<file path="src/rtl/mux8_rr_scheduler.sv">
// mux8_rr_scheduler
//   Round-robin scheduler that shares one 8x1 mux output channel between eight
//   requesters. A grant is held for a burst of up to BURST_LEN beats, and each
//   beat is handed downstream over a valid/ready handshake.
//
// Ports
//   clk         single clock, all state updates on posedge
//   rst_n       asynchronous active-low reset
//   req[7:0]    level request per input, held while the source has data
//   din         flattened inputs, input i = din[i*DW +: DW]
//   gnt[7:0]    registered one-hot grant, all zero when idle
//   sel[2:0]    registered mux select, index of the granted input
//   dout        din[sel] (combinational 8x1 mux)
//   dout_valid  beat available: in XFER and the granted input still requesting
//   dout_ready  sink accepts; a beat transfers on dout_valid & dout_ready
//   busy        high while a burst is in progress
module mux8_rr_scheduler #(
   parameter int unsigned DW        = 8,
   parameter int unsigned BURST_LEN = 4   // legal range 1..255
) (
   input  logic            clk,
   input  logic            rst_n,
   input  logic [7:0]      req,
   input  logic [8*DW-1:0] din,
   output logic [7:0]      gnt,
   output logic [2:0]      sel,
   output logic [DW-1:0]   dout,
   output logic            dout_valid,
   input  logic            dout_ready,
   output logic            busy
);

   typedef enum logic {
      IDLE,
      XFER
   } state_t;

   localparam logic [7:0] LAST_BEAT = 8'(BURST_LEN - 1);

   state_t     state;
   logic [7:0] beat_cnt;
   logic [2:0] ptr;

   logic       pick_found;
   logic [2:0] pick_idx;
   logic [2:0] scan_idx;

   // Scan ptr, ptr+1, ... with 3-bit wraparound; first requester wins.
   always_comb begin
      pick_found = 1'b0;
      pick_idx   = ptr;
      scan_idx   = ptr;
      for (int unsigned k = 0; k < 8; k++) begin
         scan_idx = ptr + 3'(k);
         if (!pick_found && req[scan_idx]) begin
            pick_found = 1'b1;
            pick_idx   = scan_idx;
         end
      end
   end

   assign dout       = din[int'(sel) * DW +: DW];
   assign busy       = (state == XFER);
   // Validity follows the live request so an early release drops valid at once.
   assign dout_valid = (state == XFER) & req[sel];

   always_ff @(posedge clk or negedge rst_n) begin
      if (!rst_n) begin
         state    <= IDLE;
         gnt      <= '0;
         sel      <= '0;
         beat_cnt <= '0;
         ptr      <= '0;
      end else begin
         case (state)
            IDLE: begin
               if (pick_found) begin
                  sel      <= pick_idx;
                  gnt      <= 8'(1) << pick_idx;
                  beat_cnt <= '0;
                  state    <= XFER;
               end
            end
            XFER: begin
               if (!req[sel]) begin
                  // Source ran dry: release without counting a beat.
                  state <= IDLE;
                  gnt   <= '0;
                  ptr   <= sel + 3'd1;
               end else if (dout_ready) begin
                  if (beat_cnt == LAST_BEAT) begin
                     state    <= IDLE;
                     gnt      <= '0;
                     ptr      <= sel + 3'd1;
                     beat_cnt <= '0;
                  end else begin
                     beat_cnt <= beat_cnt + 8'd1;
                  end
               end
            end
            default: begin
               state <= IDLE;
               gnt   <= '0;
            end
         endcase
      end
   end

endmodule
</file>
<file path="config.mk">
export PLATFORM = sky130hd
export DESIGN_NAME = mux8_rr_scheduler
export DESIGN_NICKNAME = d
export VERILOG_FILES = /design/src/rtl/mux8_rr_scheduler.sv
export SDC_FILE = /design/constraint.sdc
export NUM_CORES = 1
export LEC_CHECK = 0
export ABC_AREA = 1
export BUFFER_PORTS_ARGS = -buffer_cell sky130_fd_sc_hd__buf_4
export CORE_ASPECT_RATIO = 1.75
export CORE_MARGIN = 4
export CORE_UTILIZATION = 37
export DETAILED_ROUTE_END_ITERATION = 7
export MAX_ROUTING_LAYER = met4
export PLACE_DENSITY = 0.73
export SLEW_MARGIN = 15
export SYNTH_ARGS = -nofsm -noshare
export SYNTH_HDL_FRONTEND = slang
export SYNTH_SLANG_ARGS = --single-unit
</file>
<file path="constraint.sdc">
create_clock -name clk -period 4.8 [get_ports clk]
set_clock_uncertainty 0.15 [all_clocks]
set_input_delay 0.48 -clock clk [delete_from_list [all_inputs] [get_ports clk]]
set_output_delay 0.48 -clock clk [all_outputs]
set_load 0.1 [all_outputs]
</file>
## Word-level counts from Yosys, hierarchy flattened

Cells that the tools add are included.

- Add/sub/neg operators: 9
- $mul: 0
- Div/mod/pow operators: 0
- Order comparisons: 9
- Eq/ne operators: 8
- Shift operators: 2
- Mux-type cells: 51
- Bitwise operators: 2
- Reduce and logical (&&, ||, !) cells: 18

Operators by type and width:

| operator | number |
|---|---|
| 8-bit 2-to-1 mux | 8 |
| 64-bit by 7-bit indexed part select with 8-bit output | 1 |
| 3-bit by 4-bit less-than comparator with 1-bit output, second input constant | 9 |
| 8-bit one-hot mux with 2 select lines | 2 |
| 3-bit 2-to-1 mux | 10 |
| 1-bit binary-select mux with 3-bit select | 9 |
| 1-bit 2-to-1 mux | 21 |
| 3-bit adder, second input constant | 4 |
| 3-bit AND reduction | 3 |
| 8-bit by 1-bit adder with 8-bit output, second input constant | 1 |
| 8-bit by 2-bit == test with 1-bit output, second input constant | 1 |
| 1-bit by 3-bit << shifter with 8-bit output, first input constant | 1 |
| 1-bit logical AND | 7 |
| 1-bit zero test | 7 |
| 3-bit by 1-bit adder with 3-bit output, second input constant | 2 |
| 3-bit by 2-bit adder with 3-bit output, second input constant | 2 |
| 2-bit inequality test, second input constant | 3 |
| 2-bit by 1-bit inequality test with 1-bit output, second input constant | 2 |
| 3-bit by 2-bit inequality test with 1-bit output, second input constant | 1 |
| 3-bit inequality test, second input constant | 1 |
| 1-bit one-hot mux with 2 select lines | 1 |
| 2-bit AND reduction | 1 |
| 1-bit bitwise AND | 1 |
| 1-bit inverter | 1 |

- Flip-flop bits (word level): 23
- Latch bits: 0
- Memory bits (writable): 0
- Memory bits (read-only): 0
- Bits of input ports: 75
- Output and inout port bits: 21
- Word-level logic and storage cells: 104
- Memories kept: 0

## Longest topological paths before layout

Gate-level depths: netlist (run 1).

- Word-level depth: 27
- Gate-level depth with buffers: 21
- Gate-level depth less buffers: 20

## Worst setup path after synthesis (run 1)

No wires, ideal clock.

- Path kind: register -> output
- Start: register sel[0]
- End: output port dout[0]
- Arrival time: 3445 ps
- Data required time: 4170 ps
- Setup slack: 725 ps
- Stages on the path, launching flop included: 7
- Buffers on the path: 2
- Cell sequence: dfrtp_1 clkbuf_1 clkbuf_1 nor2_1 nor2_1 o21ai_0 a31oi_1

- Word-level cells in the longest chain between the ends: 1

RTL lines:

| what | line | source |
|---|---|---|
| start, declared | 26 | `output logic [2:0] sel,` |
| start signal, assigned | 78 | `sel <= pick_idx;` |
| 64-bit by 7-bit indexed part select with 8-bit output | 62 | `assign dout = din[int'(sel) * DW +: DW];` |
| end, declared | 27 | `output logic [DW-1:0] dout,` |

Every way passes these cells.

## Worst setup path after layout (run 1)

- Start: register ptr[0]
- End: register gnt[7]

- Word-level cells in the longest chain between the ends: 27
- Elaborated cells between the ends (all ways): 57
- Those cells by class: 7 x add/sub; 1 x eq/ne; 1 x shift; 33 x mux; 15 x reduce/logical

RTL lines:

| what | line | source |
|---|---|---|
| start, declared | 42 | `logic [2:0] ptr;` |
| start signal, assigned | 89 | `ptr <= sel + 3'd1;` |
| start signal, assigned | 94 | `ptr <= sel + 3'd1;` |
| parallel branches: the longest is 27 deep, another holds 3-bit by 1-bit adder with 3-bit output | n/a |  |
| end signal, assigned | 79 | `gnt <= 8'(1) << pick_idx;` |
| end, declared | 25 | `output logic [7:0] gnt,` |

Several ways; the timed one is not identified. The select of a mux whose other input is x is not followed.
A chain may end at the register's enable or synchronous reset.

==> summary.txt, run 1 <==
Clock network
  – Post-CTS Resized: 0
  – CTS tree: built
  – CTS root buffer: clkbuf_16
  – Clock Sinks: 23
  – Worst skew pair latency: 0.25 ns
  – Num CTS Buffers: 3
  – Clk buf depth: 2
  – CTS clk-pin slew, worst paths: 0.06 ns
  – CTS HTree Levels: 1

Placement
  – Placed cell area: 3260 sq um
  – Routability cong.: 0.983
  – HPWL Detailed: 6.71 mm
  – Placed Instances: 575
  – Worst slack at placement: 1.48 ns
  – Input/output buffers: 95

Timing
  – Endpoints failing setup: 0
  – Tmin final: 3.40 ns
  – Fin crit share: 70.9%
  – Worst-Margin Slew: 0.829 ns
  – Setup tns final: 0 ns
  – Fin. Hold Viols: 0
  – Final WS setup: 1.40 ns
  – Max Fclk: 0.294 GHz
  – Unrepaired setup endpoints after global routing: false
  – Slew HR: 44.4%
  – Fin. max-slew vios: 0

Global route
  – Largest net degree at the start of global routing: 41
  – Total Routing Usage GR: 20.9%
  – Initial antenna violation count: 0
  – First-pass GRT wire length: 13.5 mm
  – GR Overflow Total: 0
  – Vias in the first global route: 2967

Synth
  – Syn. warnings: 0
  – Seq/Total Area, Yosys: 22.9%
  – Synth top area share: 22.9%
  – Synth Area in XOR/XNOR: 3.43%
  – Synth area leaders: dfrtp_1 (23%), nand2_1 (16%), nor2_1 (11%)
  – Post-synthesis cell count: 413
  – Adder-cell area share of the yosys netlist: 1.99%
  – Syn avg cell area: 6.09 sq um
  – Largest family of logic cells by synthesized area: simple AND/OR/NAND/NOR gates
  – Synth Register Bits: 23
  – Syn_nets: 492
  – Post-Syn Area: 2510 sq um
  – Compound-Gate Fraction of Synth Area: 19.1%
  – Yosys top cell by area: dfrtp_1
  – Post-synthesis mux area share: 0%
  – Post-synth cell types: 41
  – Synth Area in Simple Gates: 45.2%

Route
  – First-iteration detailed-routing DRC count: 162
  – Top Layer Used: met4
  – Routed wire length: 8.24 mm
  – WL/cell: 14.2 um
  – Pre-antenna DRT Iters: 5
  – Met2 WL: 4.40 mm
  – Vias/cell: 5.25
  – Post-DRT Antenna Nets: 0
  – Via count: 3047
  – Met3 wire len: 362 um
  – Remaining DRCs: 0
  – Met1 WL: 3.08 mm

Min path
  – Worst hold endpoint: gnt[3]
  – Worst min path class: reg2reg
  – Hold path start: gnt[3]
  – Hold depth: 2

Die
  – Total core area: 6590 sq um
  – Die Height: 117 um
  – IO Count: 96
  – Starting Density: 38.2%
  – Die area: 8230 sq um
  – Row count: 39
  – Chip Width: 70.3 um

Setup path
  – Max stage delay on crit path: 0.59 ns
  – Slowest cell on crit path: dfrtp_1
  – Critical path class: reg2reg
  – Critical Path Source Type: flop
  – CP cell instances: inv_2 -> ha_1 -> inv_2 -> nand3_1 -> nand2_1 -> nor2_1 -> nor2_4 -> nand4_4 -> nor2_8 -> nand2_2 -> nor2_1 -> nor2_1 -> nor2_2 -> nand2_1 -> nand2_1
  – Critical path peak fanout: 13
  – R2R depth: 15
  – RR Startpoint: ptr[0]
  – WP data arrival: 3.40 ns
  – CP required: 4.79 ns
  – CP endpoint kind: flop
  – Worst reg2reg path endpoint: gnt[7]
  – R2r setup slk: 1.40 ns

Final layout
  – N_diodes: 0
  – Ratio of cells with drive above 1 in the final layout: 28.1%
  – Finished Cell Area: 3350 sq um
  – Layout area overhead: 33.1%
  – Final cell count without fillers: 580
  – Nets@finish: 578

Run
  – Max_cap viols: 0

Status
  – Status: completed
==> cells in the final DEF (no fill, tap or decap), drive strengths merged <==
cell           n
nand2        115
buf           96
nor2          82
o21ai         52
nand3         47
inv           26
dfrtp         23
a31oi         10
o22ai          8
a21oi          6
nand4          5
ha             4
nor3           3
clkbuf         3
clkinv         3
xnor2          3
xor2           3
o221ai         2
o31ai          2
or2            2
nor4           1
o21bai         1
dlygate4sd3    1
==> routing by layer <==
| layer | global-route usage (%) | up-vias |
|---|---|---|
| li1 | - | 1549 |
| met1 | 21.5 | 1358 |
| met2 | 38.8 | 112 |
| met3 | 1.62 | 28 |
| met4 | 11.5 | 0 |
| met5 | - | - |
==> synthesized netlist by cell type (all sizes together) <==
cell / instances
nand2: 115
nor2: 82
o21ai: 52
nand3: 47
inv: 26
dfrtp: 23
clkbuf: 11
a31oi: 10
o22ai: 8
a21oi: 6
buf: 5
nand4: 5
ha: 4
nor3: 3
xnor2: 3
xor2: 3
clkinv: 2
o221ai: 2
o31ai: 2
or2: 2
nor4: 1
o21bai: 1
==> sequential cells by signal, summed over array words and instances (netlist names) <==
| register | count |
|---|---|
| beat_cnt | 8 |
| gnt | 8 |
| ptr | 3 |
| sel | 3 |
| busy | 1 |
==> logic make-up (layout without fill, tap and decap cells) <==
family / Yosys count / in the layout
AOI/OAI and AO/OA: 81 / 81
adders and majority gates: 4 / 4
and+or+nand+nor: 255 / 255
xor gates and xnor gates: 6 / 6
DFF: 23 / 23
buffers and inverters: 44 / 129
==> worst max-delay path by stage <==
stage,startpoint,endpoint,slack [ns]
floorplan,sel[0],dout[0],0.72
global placement,ptr[0],gnt[3],1.48
detailed placement,ptr[0],gnt[7],1.48
CTS,ptr[0],gnt[7],1.46
global route,ptr[0],gnt[7],1.09
finish,ptr[0],gnt[7],1.40
==> critical path: cells and delay by family (launching register included) <==
| kind | cells | cell delay [ns] |
|---|---|---|
| simple gates | 12 | 1.72 |
| fa+ha+maj | 1 | 0.49 |
| buf+inv | 2 | 0.34 |
| flops | 1 | 0.59 |
==> through the flow <==
step                      util [%]  hold WS [ns]
after floorplan                  -        0.0344
after global placement        49.4         0.244
after detailed placement      49.4         0.244
after CTS                     50.8         0.336
after global routing          50.8         0.372
final                         50.8         0.336
==> final cells by class <==
cell class	count	area (sq um)
well taps	82	103
inverters	28	105
clock buffers	3	75.1
multi-input cells	346	1750
fillers	696	3240
flip-flops and latches	23	576
repair buffers	97	731
clock inverters	1	5.00
==> timing repair <==
item	4_1_cts	5_1_grt
setup buffers	0	0
endpoints found under the hold margin	23	0
hold buffers	1	0
endpoints found under the setup margin	0	0
Power of run 1 is not shown: default switching activity piles up to over one toggle a cycle in this logic, so the estimate is an artifact.
==> inputs of run 2 (changes only) <==
--- a/config.mk
+++ b/config.mk
@@ -5,14 +5,14 @@
 export SDC_FILE = /design/constraint.sdc
 export NUM_CORES = 1
 export LEC_CHECK = 0
-export ABC_AREA = 1
+export ABC_AREA = 0
 export BUFFER_PORTS_ARGS = -buffer_cell sky130_fd_sc_hd__buf_4
 export CORE_ASPECT_RATIO = 1.75
 export CORE_MARGIN = 4
 export CORE_UTILIZATION = 37
 export DETAILED_ROUTE_END_ITERATION = 7
 export MAX_ROUTING_LAYER = met4
-export PLACE_DENSITY = 0.73
+export PLACE_DENSITY = 0.76
 export SLEW_MARGIN = 15
 export SYNTH_ARGS = -nofsm -noshare
 export SYNTH_HDL_FRONTEND = slang
==> constraint.sdc (replaced) <==
create_clock -name clk -period 2.9 [get_ports clk]
set_clock_uncertainty 0.15 [all_clocks]
set_input_delay 0.29 -clock clk [delete_from_list [all_inputs] [get_ports clk]]
set_output_delay 0.29 -clock clk [all_outputs]
set_load 0.1 [all_outputs]
==> run 2 against run 1 <==
  * The run now ends with negative setup slack left
  * Highest routed layer unchanged
  * Non-clock buffer count is 42 higher
  * Worst setup slack worse by 1.6 ns
  * Synthesized area hardly changed
  * Critical path type unchanged
  * Cell area is 17% higher
  * Worst hold slack worse by 0.068 ns
==> summary.txt, run 2 <==
Clock network
  – Clk buf depth: 2 (unchanged)
  – CTS root buffer: clkbuf_16
  – Num CTS Buffers: 3 (unchanged)
  – Clock Sinks: 23 (unchanged)
  – CTS clk-pin slew, worst paths: 0.06 ns (about the same)
  – Worst skew pair latency: 0.25 ns (about the same)
  – CTS tree: built
  – CTS HTree Levels: 1 (unchanged)

Final layout
  – Nets@finish: 444 (-23%)
  – Commonest non-fill, non-tap cells in the layout: buf_4 (135), mux4_2 (28), dfrtp_1 (20)
  – Filler cell count: 565 (-19%)
  – Layout area overhead: 55.7%
  – N_diodes: 0 (unchanged)
  – Core Util, Final: 59.4% (+8.6 points)
  – Ratio of cells with drive above 1 in the final layout: 60.7% (+33 points)
  – Largest registers: beat_cnt: 8 flops, gnt: 8 flops
  – Most common cell after layout, fill and taps aside: buf_4

Die
  – Die area: 8220 sq um (about the same)
  – Chip Width: 70.3 um (about the same)
  – Starting Density: 38.1% (about the same)
  – Total core area: 6590 sq um (unchanged)
  – Die Height: 117 um (about the same)
  – IO Count: 96 (unchanged)
  – Row count: 39 (unchanged)

Global route
  – First-pass GRT wire length: 13.2 mm (-2.8%)
  – Vias in the first global route: 2809 (-5.3%)
  – Total Routing Usage GR: 20.8% (-0.11 points)
  – Largest net degree at the start of global routing: 24 (-41%)
  – GR Overflow Total: 0 (unchanged)
  – Initial antenna violation count: 0 (unchanged)

Route
  – First-iteration detailed-routing DRC count: 147 (-9.3%)
  – Met3 wire len: 453 um (+25%)
  – Routed wire length: 8.52 mm (+3.3%)
  – Pre-antenna DRT Iters: 4 (-1)
  – WL/cell: 19.1 um (+34%)
  – Met1 WL: 2.79 mm (-9.5%)
  – Remaining DRCs: 0 (unchanged)
  – Post-DRT Antenna Nets: 0 (unchanged)
  – Vias/cell: 5.89 (+12%)
  – Met2 WL: 4.94 mm (+12%)
  – Top Layer Used: met4
  – Via count: 2628 (-14%)

Timing
  – Fin crit share: 106% (+35 points)
  – Final WS setup: -0.164 ns (-1.56 ns)
  – Worst-Margin Slew: 0.546 ns (-0.283 ns)
  – Tmin final: 3.06 ns (-0.339 ns)
  – Unrepaired setup endpoints after global routing: true
  – Slew HR: 63.5% (+19 points)
  – Max Fclk: 0.326 GHz (+11%)
  – WHS: 0.268 ns (-0.0680 ns)
  – Fin. Hold Viols: 0 (unchanged)
  – Endpoints failing setup: 11 (+11)
  – Fin. max-slew vios: 0 (unchanged)

Synth
  – Adder-cell area share of the yosys netlist: 1.99% (about the same)
  – Post-synth cell types: 55 (+34%)
  – Top cells by count, synth: mux4_2 (27), dfrtp_1 (23), nand2_1 (18)
  – Asr flop ratio synth: 100% (unchanged)
  – Synth top area share: 24.2% (+1.3 points)
  – Synth Flop Type: dfrtp_1
  – Post-Syn Area: 2510 sq um (about the same)
  – Seq/Total Area, Yosys: 22.9% (about the same)
  – Post-synthesis cell count: 232 (-44%)
  – Number of synthesized flops with an enable pin: 0 (unchanged)
  – Synth Register Bits: 23 (unchanged)
  – Synth area leaders: mux4_2 (24%), dfrtp_1 (23%), mux2_2 (5.4%)
  – Count leader, synth: mux4_2
  – Synth Area in Simple Gates: 13.1% (-32 points)
  – Syn_nets: 311 (-37%)
  – Synth Area in XOR/XNOR: 1.39% (-2.0 points)
  – Post-synthesis mux area share: 38.5% (+39 points)
  – Compound-Gate Fraction of Synth Area: 18.2% (-0.84 points)
  – Syn. warnings: 0 (unchanged)
  – Yosys top cell by area: mux4_2
  – Syn avg cell area: 10.8 sq um (+78%)
  – Largest family of logic cells by synthesized area: multiplexers

Status
  – Failing checks: negative setup slack
  – Status: finished with violations

Setup path
  – CP required: 2.94 ns (-1.85 ns)
  – Critical path class: reg2reg
  – WP data arrival: 3.10 ns (-0.30 ns)
  – Critical path peak fanout: 8 (-5)
  – CP endpoint kind: flop
  – Critical Path Source Type: flop

Placement
  – HPWL Detailed: 6.82 mm (+1.7%)
  – Routability cong.: 1.03 (+4.5%)
  – Worst slack at placement: -0.224 ns (-1.70 ns)
  – Input/output buffers: 95 (unchanged)

Min path
  – Worst min path class: in2reg

Run
  – Max_cap viols: 0 (unchanged)
-- run 2: cell types whose count changed in the layout (fill, tap and decap cells not counted), sizes merged, moves of 10 or more --
cell   delta
a31oi    -10
a32o     +10
buf      +42
inv      -17
mux2     +13
mux2i    +15
mux4     +29
nand2    -96
nand3    -43
nor2     -68
o21ai    -35
-- run 2: stage by stage --
stage | cell area [sq um] | instances | TNS [ns]
detailed placement | 3600 | 435 | -1.77
global route | 3910 | 446 | -2.71
CTS | 3770 | 441 | -1.24
floorplan | 2570 | 232 | -1.88
finish | 3910 | 446 | -1.44
global placement | 3600 | 435 | -1.35
-- run 2: cells by family after synthesis --
logic type,after synthesis
flip-flops,23
XOR/XNOR,4
AO/OA/AOI/OAI,59
buffers and inverters,21
AND/OR/NAND/NOR,64
multiplexers,57
adder cells (fa/ha/maj),4
-- run 2: repair_timing --
action                                 CTS  global route
endpoints found under the hold margin   23             0
setup buffers                            1             4
hold buffers                             1             0
pin swaps                                8             8
setup endpoints to repair               16            20
resized for setup                       13            19
gates cloned                             0             1
-- run 2: critical path, cell delays in order, from the launching register on --
cell      delay, ns
dfrtp_1        0.42
inv_6          0.04
ha_4           0.32
mux2i_1        0.08
mux4_2         0.52
a32o_2         0.36
and2_4         0.18
a311oi_4       0.32
mux2i_2        0.38
a32o_1         0.22
-- run 2: per-layer routing --
| metal | vias up | global-route usage, % |
|---|---|---|
| li1 | 1204 | - |
| met1 | 1288 | 20.1 |
| met2 | 113 | 40.4 |
| met3 | 23 | 1.79 |
| met4 | 0 | 10.6 |
| met5 | - | - |
-- run 2: worst paths after layout --
check / startpoint / to / slack (ns) / cells past startpoint
max: ptr[1] / gnt[2] / -0.16 / 9
min: dout_ready / beat_cnt[0] / 0.27 / 4
max reg2reg: ptr[1] / gnt[2] / -0.16 / 9
min reg2reg: gnt[1] / gnt[1] / 0.34 / 1
max in group asynchronous: rst_n / sel[1] / 2.03 / 2
min in group asynchronous: rst_n / beat_cnt[1] / 0.32 / 2
-- run 2: layout make-up --
| cell class | instances | area [sq um] | share of cell area (%) |
|---|---|---|---|
| Clock buffer | 3 | 75.1 | 1.92 |
| Clock inverter | 1 | 5.00 | 0.128 |
| Inverter | 9 | 41.3 | 1.06 |
| Multi-Input combinational cell | 189 | 2050 | 52.4 |
| Sequential cell | 23 | 582 | 14.9 |
| Tap cell | 82 | 103 | 2.62 |
| Timing Repair Buffer | 139 | 1060 | 27.0 |
Power of run 2 is left out for the same reason.
